==> src/rtl/add_sub_sequencer_pkg.sv <==
// Shared types for the add/sub sequencer: op encodings, FSM states,
// captured-operation and result bundles, and the flag helper.
package add_sub_sequencer_pkg;

    typedef enum logic [1:0] {
        OP_ADD    = 2'b00,
        OP_SUB    = 2'b01,
        OP_ACC    = 2'b10,
        OP_ACCSUB = 2'b11
    } op_e;

    typedef enum logic [1:0] {
        ST_IDLE = 2'b00,
        ST_EXEC = 2'b01,
        ST_HOLD = 2'b10
    } state_e;

    localparam int DW = 8;

    typedef struct packed {
        op_e           op;
        logic [DW-1:0] a;
        logic [DW-1:0] b;
    } op_t;

    typedef struct packed {
        logic [DW-1:0] res;
        logic          carry;
        logic          zero;
        logic          ovf;
    } res_t;

    // bm is operand B after the subtract inversion, as seen by the adder.
    function automatic res_t mk_flags(
        input logic [DW-1:0] a,
        input logic [DW-1:0] bm,
        input logic [DW-1:0] sum,
        input logic          co
    );
        res_t r;
        r.res   = sum;
        r.carry = co;
        r.zero  = (sum == '0);
        r.ovf   = (a[DW-1] == bm[DW-1]) & (sum[DW-1] != a[DW-1]);
        return r;
    endfunction

endpackage

==> src/rtl/add_sub_sequencer_circuit.sv <==
// 8-bit ripple adder/subtractor: mode 0 adds, mode 1 computes a - b
// as a + ~b + 1. o8 is the carry out of bit 7.
module add_sub_circuit (
    input  logic [7:0] a,
    input  logic [7:0] b,
    input  logic       mode,
    output logic [7:0] s,
    output logic       o8
);

    logic [7:0] bx;

    assign bx = b ^ {8{mode}};

    always_comb begin
        logic cy;
        s  = '0;
        cy = mode;
        for (int i = 0; i < 8; i++) begin
            s[i] = a[i] ^ bx[i] ^ cy;
            cy   = (a[i] & bx[i]) | (cy & (a[i] ^ bx[i]));
        end
        o8 = cy;
    end

endmodule

==> src/rtl/add_sub_sequencer.sv <==
// Handshaked control stage around the ripple adder/subtractor with an
// internal accumulator and a completed-operation counter.
module add_sub_sequencer
    import add_sub_sequencer_pkg::*;
#(
    parameter logic [7:0] ACC_INIT = 8'h00,
    parameter int         CNT_W    = 16
) (
    input  logic             clk,
    input  logic             rst_n,
    input  logic             in_valid,
    output logic             in_ready,
    input  logic [1:0]       in_op,
    input  logic [7:0]       in_a,
    input  logic [7:0]       in_b,
    input  logic             acc_clr,
    output logic             out_valid,
    input  logic             out_ready,
    output logic [7:0]       out_res,
    output logic             out_carry,
    output logic             out_zero,
    output logic             out_ovf,
    output logic [7:0]       acc,
    output logic [CNT_W-1:0] op_count
);

    state_e           state_q, state_d;
    op_t              op_q, op_d;
    res_t             res_q, res_d;
    logic [7:0]       acc_q, acc_d;
    logic [CNT_W-1:0] cnt_q, cnt_d;

    logic [7:0] dp_sum;
    logic       dp_o8;
    logic [7:0] dp_bm;
    res_t       dp_res;

    add_sub_circuit u_dp (
        .a    (op_q.a),
        .b    (op_q.b),
        .mode (op_q.op[0]),
        .s    (dp_sum),
        .o8   (dp_o8)
    );

    assign dp_bm  = op_q.b ^ {8{op_q.op[0]}};
    assign dp_res = mk_flags(op_q.a, dp_bm, dp_sum, dp_o8);

    always_ff @(posedge clk or negedge rst_n) begin
        if (!rst_n) begin
            state_q <= ST_IDLE;
            op_q    <= '0;
            res_q   <= '0;
            acc_q   <= ACC_INIT;
            cnt_q   <= '0;
        end else begin
            state_q <= state_d;
            op_q    <= op_d;
            res_q   <= res_d;
            acc_q   <= acc_d;
            cnt_q   <= cnt_d;
        end
    end

    always_comb begin
        state_d   = state_q;
        op_d      = op_q;
        res_d     = res_q;
        acc_d     = acc_q;
        cnt_d     = cnt_q;
        in_ready  = 1'b0;
        out_valid = 1'b0;
        unique case (state_q)
            ST_IDLE: begin
                in_ready = 1'b1;
                if (in_valid) begin
                    op_d.op = op_e'(in_op);
                    op_d.a  = in_op[1] ? acc_q : in_a;
                    op_d.b  = in_b;
                    state_d = ST_EXEC;
                end
            end
            ST_EXEC: begin
                res_d   = dp_res;
                state_d = ST_HOLD;
            end
            ST_HOLD: begin
                out_valid = 1'b1;
                if (out_ready) begin
                    state_d = ST_IDLE;
                    cnt_d   = cnt_q + CNT_W'(1);
                    acc_d   = res_q.res;
                end
            end
            default: state_d = ST_IDLE;
        endcase
        // Clear overrides any result write-back in the same cycle.
        if (acc_clr) acc_d = ACC_INIT;
    end

    assign out_res   = res_q.res;
    assign out_carry = res_q.carry;
    assign out_zero  = res_q.zero;
    assign out_ovf   = res_q.ovf;
    assign acc       = acc_q;
    assign op_count  = cnt_q;

    a_hold_stable: assert property (
        @(posedge clk) disable iff (!rst_n)
        (state_q == ST_HOLD && !out_ready)
            |=> (state_q == ST_HOLD && $stable(res_q) && $stable(cnt_q))
    );

    a_hold_exit: assert property (
        @(posedge clk) disable iff (!rst_n)
        (state_q == ST_HOLD && out_ready) |=> (state_q == ST_IDLE)
    );

    a_exec_one: assert property (
        @(posedge clk) disable iff (!rst_n)
        (state_q == ST_EXEC) |=> (state_q == ST_HOLD)
    );

endmodule

==> config.mk <==
export PLATFORM = sky130hd
export DESIGN_NAME = add_sub_sequencer
export DESIGN_NICKNAME = d
export VERILOG_FILES = /design/src/rtl/add_sub_sequencer_pkg.sv /design/src/rtl/add_sub_sequencer_circuit.sv /design/src/rtl/add_sub_sequencer.sv
export SDC_FILE = /design/constraint.sdc
export NUM_CORES = 1
export LEC_CHECK = 0
export ABC_AREA = 1
export BUFFER_PORTS_ARGS = -buffer_cell sky130_fd_sc_hd__buf_2
export CAP_MARGIN = 30
export CORE_MARGIN = 3
export CORE_UTILIZATION = 54
export DETAILED_ROUTE_END_ITERATION = 7
export PLACE_DENSITY = 0.86
export SETUP_SLACK_MARGIN = 0.5
export SYNTH_ARGS = -nofsm -noshare
export SYNTH_HDL_FRONTEND = slang
export SYNTH_SLANG_ARGS = --single-unit
export TNS_END_PERCENT = 20
==> constraint.sdc <==
create_clock -name clk -period 5.7 [get_ports clk]
set_clock_uncertainty 0.15 [all_clocks]
set_input_delay 1.425 -clock clk [delete_from_list [all_inputs] [get_ports clk]]
set_output_delay 1.425 -clock clk [all_outputs]
set_load 0.01 [all_outputs]
==> qor.txt <==
hold_ws: 0.332 ns
Critical Path Fanout Max: 9
maximum vdd ir drop: 0.000289 V
CTS tree: built
All-Layer GR Usage: 0.217
highest clock rate: 0.241 GHz
initial antenna violation count: 0
Clock H-tree levels: 2
Final nets: 399
post-route ant nets: 0
Die H: 76.2 um
Cell variety after synth: 23
Syn Inst Count: 308
CTS Hold Buffers Added: 0
Slew Limit Headroom: 0.560
via count: 2188
most common cell after layout, fill and taps aside: nand2_1
Core ar.: 4560 sq um
setup violators final: 0
crit path launch type: flip-flop
Sink Count: 54
Mapped Nets: 340
Antenna diodes: 0
WP data arrival: 4.25 ns
final hold violation count: 0
synthesized area per cell: 8.65 sq um
Power Density: 498 nW/um^2
CTS Root Cell: clkbuf_8
First-pass DRT Iterations: 4
Worst Path Required: 5.80 ns
P&R area growth vs syn: 16.4%
Reg clk slew, reported paths: 0.09 ns
crit path capture type: flip-flop
vias per inst: 5.05
Worst Hold Class: reg -> reg
Skew-Pair Late Insertion Delay: 0.31 ns
crit path time final: 4.16 ns
number of port buffers: 59
Worst Tran Pin Value: 0.661 ns
Initial DRC Count: 157
status: finished, final reports clean
Post-CTS Resized: 0
clk buf depth: 2
most frequent cells in the layout: nand2_1, buf_2, dfrtp_1
Starting Density: 0.584
GRT overflow: 0
pin count of the biggest net entering global routing: 55
fillers: 389
Yosys reg bits: 54
Syn. warnings: 0
Setup Buffers After CTS: 0
sequential area share after synthesis: 0.507
hpwl dp: 4460 um
Ports: 60
Leakage: 0.00161 uW
Post-Route WL: 5830 um
cts bufs inserted: 5
max cap viols: 0
Final Max Slew Viols: 0
vias in the first global route: 2214
Die Wd: 76.2 um
DRC: 0
RSZ-0062 raised after global routing: no
fin crit share: 0.729
site row count: 24
GPL Wtd Cong: 0.853
synthesized cell area: 2660 sq um
drt wl/cell: 13.5 um
first-pass GRT wire length: 10200 um
post-layout util: 0.680
die area: 5810 sq um
share of cells above drive strength 1: 0.204
setup TNS: 0 ns
Setup CP Type: reg -> reg
registers in the layout, summed over array words and instances (netlist names):
register and cells:
out_res 8, op_q 17, out_ovf 1, out_carry 1, out_zero 1, acc 8
op_count 16, state_q 2
worst max-delay path, cell delays in order, from the launching register on:
cell     delay (ns)
dfrtp_1        0.58
o21ai_0        0.19
fa_1           0.41
fa_1           0.41
fa_1           0.37
inv_1          0.07
fa_1           0.15
inv_1          0.05
fa_1           0.37
fa_1           0.36
inv_1          0.07
fa_1           0.46
nor4_1         0.28
nand3_1        0.10
nand2_1        0.07
layer usage:
metal | GRT usage | vias up | share of wire
met5 | 0 | - | 0
met2 | 0.378 | 55 | 0.51
met1 | 0.267 | 1036 | 0.42
met3 | 0.0461 | 13 | 0.047
li1 | - | 1084 | -
met4 | 0.0761 | 0 | 0.021
through the flow:
stage               total power, uW  std cells  area, sq um  setup WS, ns
finish                         1540        433         3100          1.54
floorplan                      1110        308         2660          1.79
detailed placement             1340        425         3010          1.57
global route                   1700        433         3100          1.33
CTS                            1560        433         3100          1.54
global placement               1300        425         3010          1.67
layout make-up:
cell class	count	area [sq um]	area share
inverters	38	143	0.0460
multi-input cells	208	1130	0.364
well taps	65	81.3	0.0262
clock buffers	6	82.6	0.0266
clock inverters	2	12.5	0.00403
repair buffers	60	303	0.0976
flip-flops and latches	54	1350	0.436
report_power, final:
part           switching (uW)  leakage [uW]  internal (uW)
clock network             124     0.0000472           97.9
logic                     414      0.000860            286
registers                 114      0.000702            507
total                     652       0.00161            891
Yosys cell counts:
| cell type | count | area [sq um] |
|---|---|---|
| xnor2_1 | 12 | 105 |
| dfrtp_1 | 54 | 1350 |
| nand3_2 | 1 | 10.0 |
| o31ai_1 | 4 | 30.0 |
| buf_2 | 6 | 30.0 |
| o21ai_0 | 8 | 40.0 |
| clkbuf_1 | 1 | 3.75 |
| inv_2 | 4 | 15.0 |
| nor2_2 | 2 | 12.5 |
| o211ai_1 | 6 | 45.0 |
| o21ai_1 | 18 | 90.1 |
| nand4_1 | 5 | 31.3 |
| nor4_1 | 1 | 6.26 |
| nand3_1 | 13 | 65.1 |
| fa_1 | 7 | 140 |
| xor2_1 | 8 | 70.1 |
| inv_1 | 34 | 128 |
| ha_1 | 2 | 25.0 |
| nand2_1 | 98 | 368 |
| nor3_1 | 1 | 5.00 |
| nor2_1 | 20 | 75.1 |
| a21oi_1 | 2 | 10.0 |
| buf_4 | 1 | 7.51 |
cells by family after synthesis:
| group | share of synthesized area |
|---|---|
| and+or+nand+nor | 0.215 |
| DFF | 0.507 |
| buffers and inverters | 0.0690 |
| AOI/OAI and AO/OA | 0.0808 |
| xor gates and xnor gates | 0.0658 |
| adders and majority gates | 0.0620 |
final timing paths:
check / startpoint / endpoint / slack, ns / cells after the start
setup / recovery: op_q[16] / out_zero / 1.54 / 14
hold / removal: out_carry / out_carry / 0.33 / 2
setup reg to reg: op_q[16] / out_zero / 1.54 / 14
hold reg to reg: out_carry / out_carry / 0.33 / 2
max in group asynchronous: rst_n / out_res[3] / 3.89 / 2
min in group asynchronous: rst_n / op_count[7] / 1.06 / 2
(Power assumes the default switching activity.)
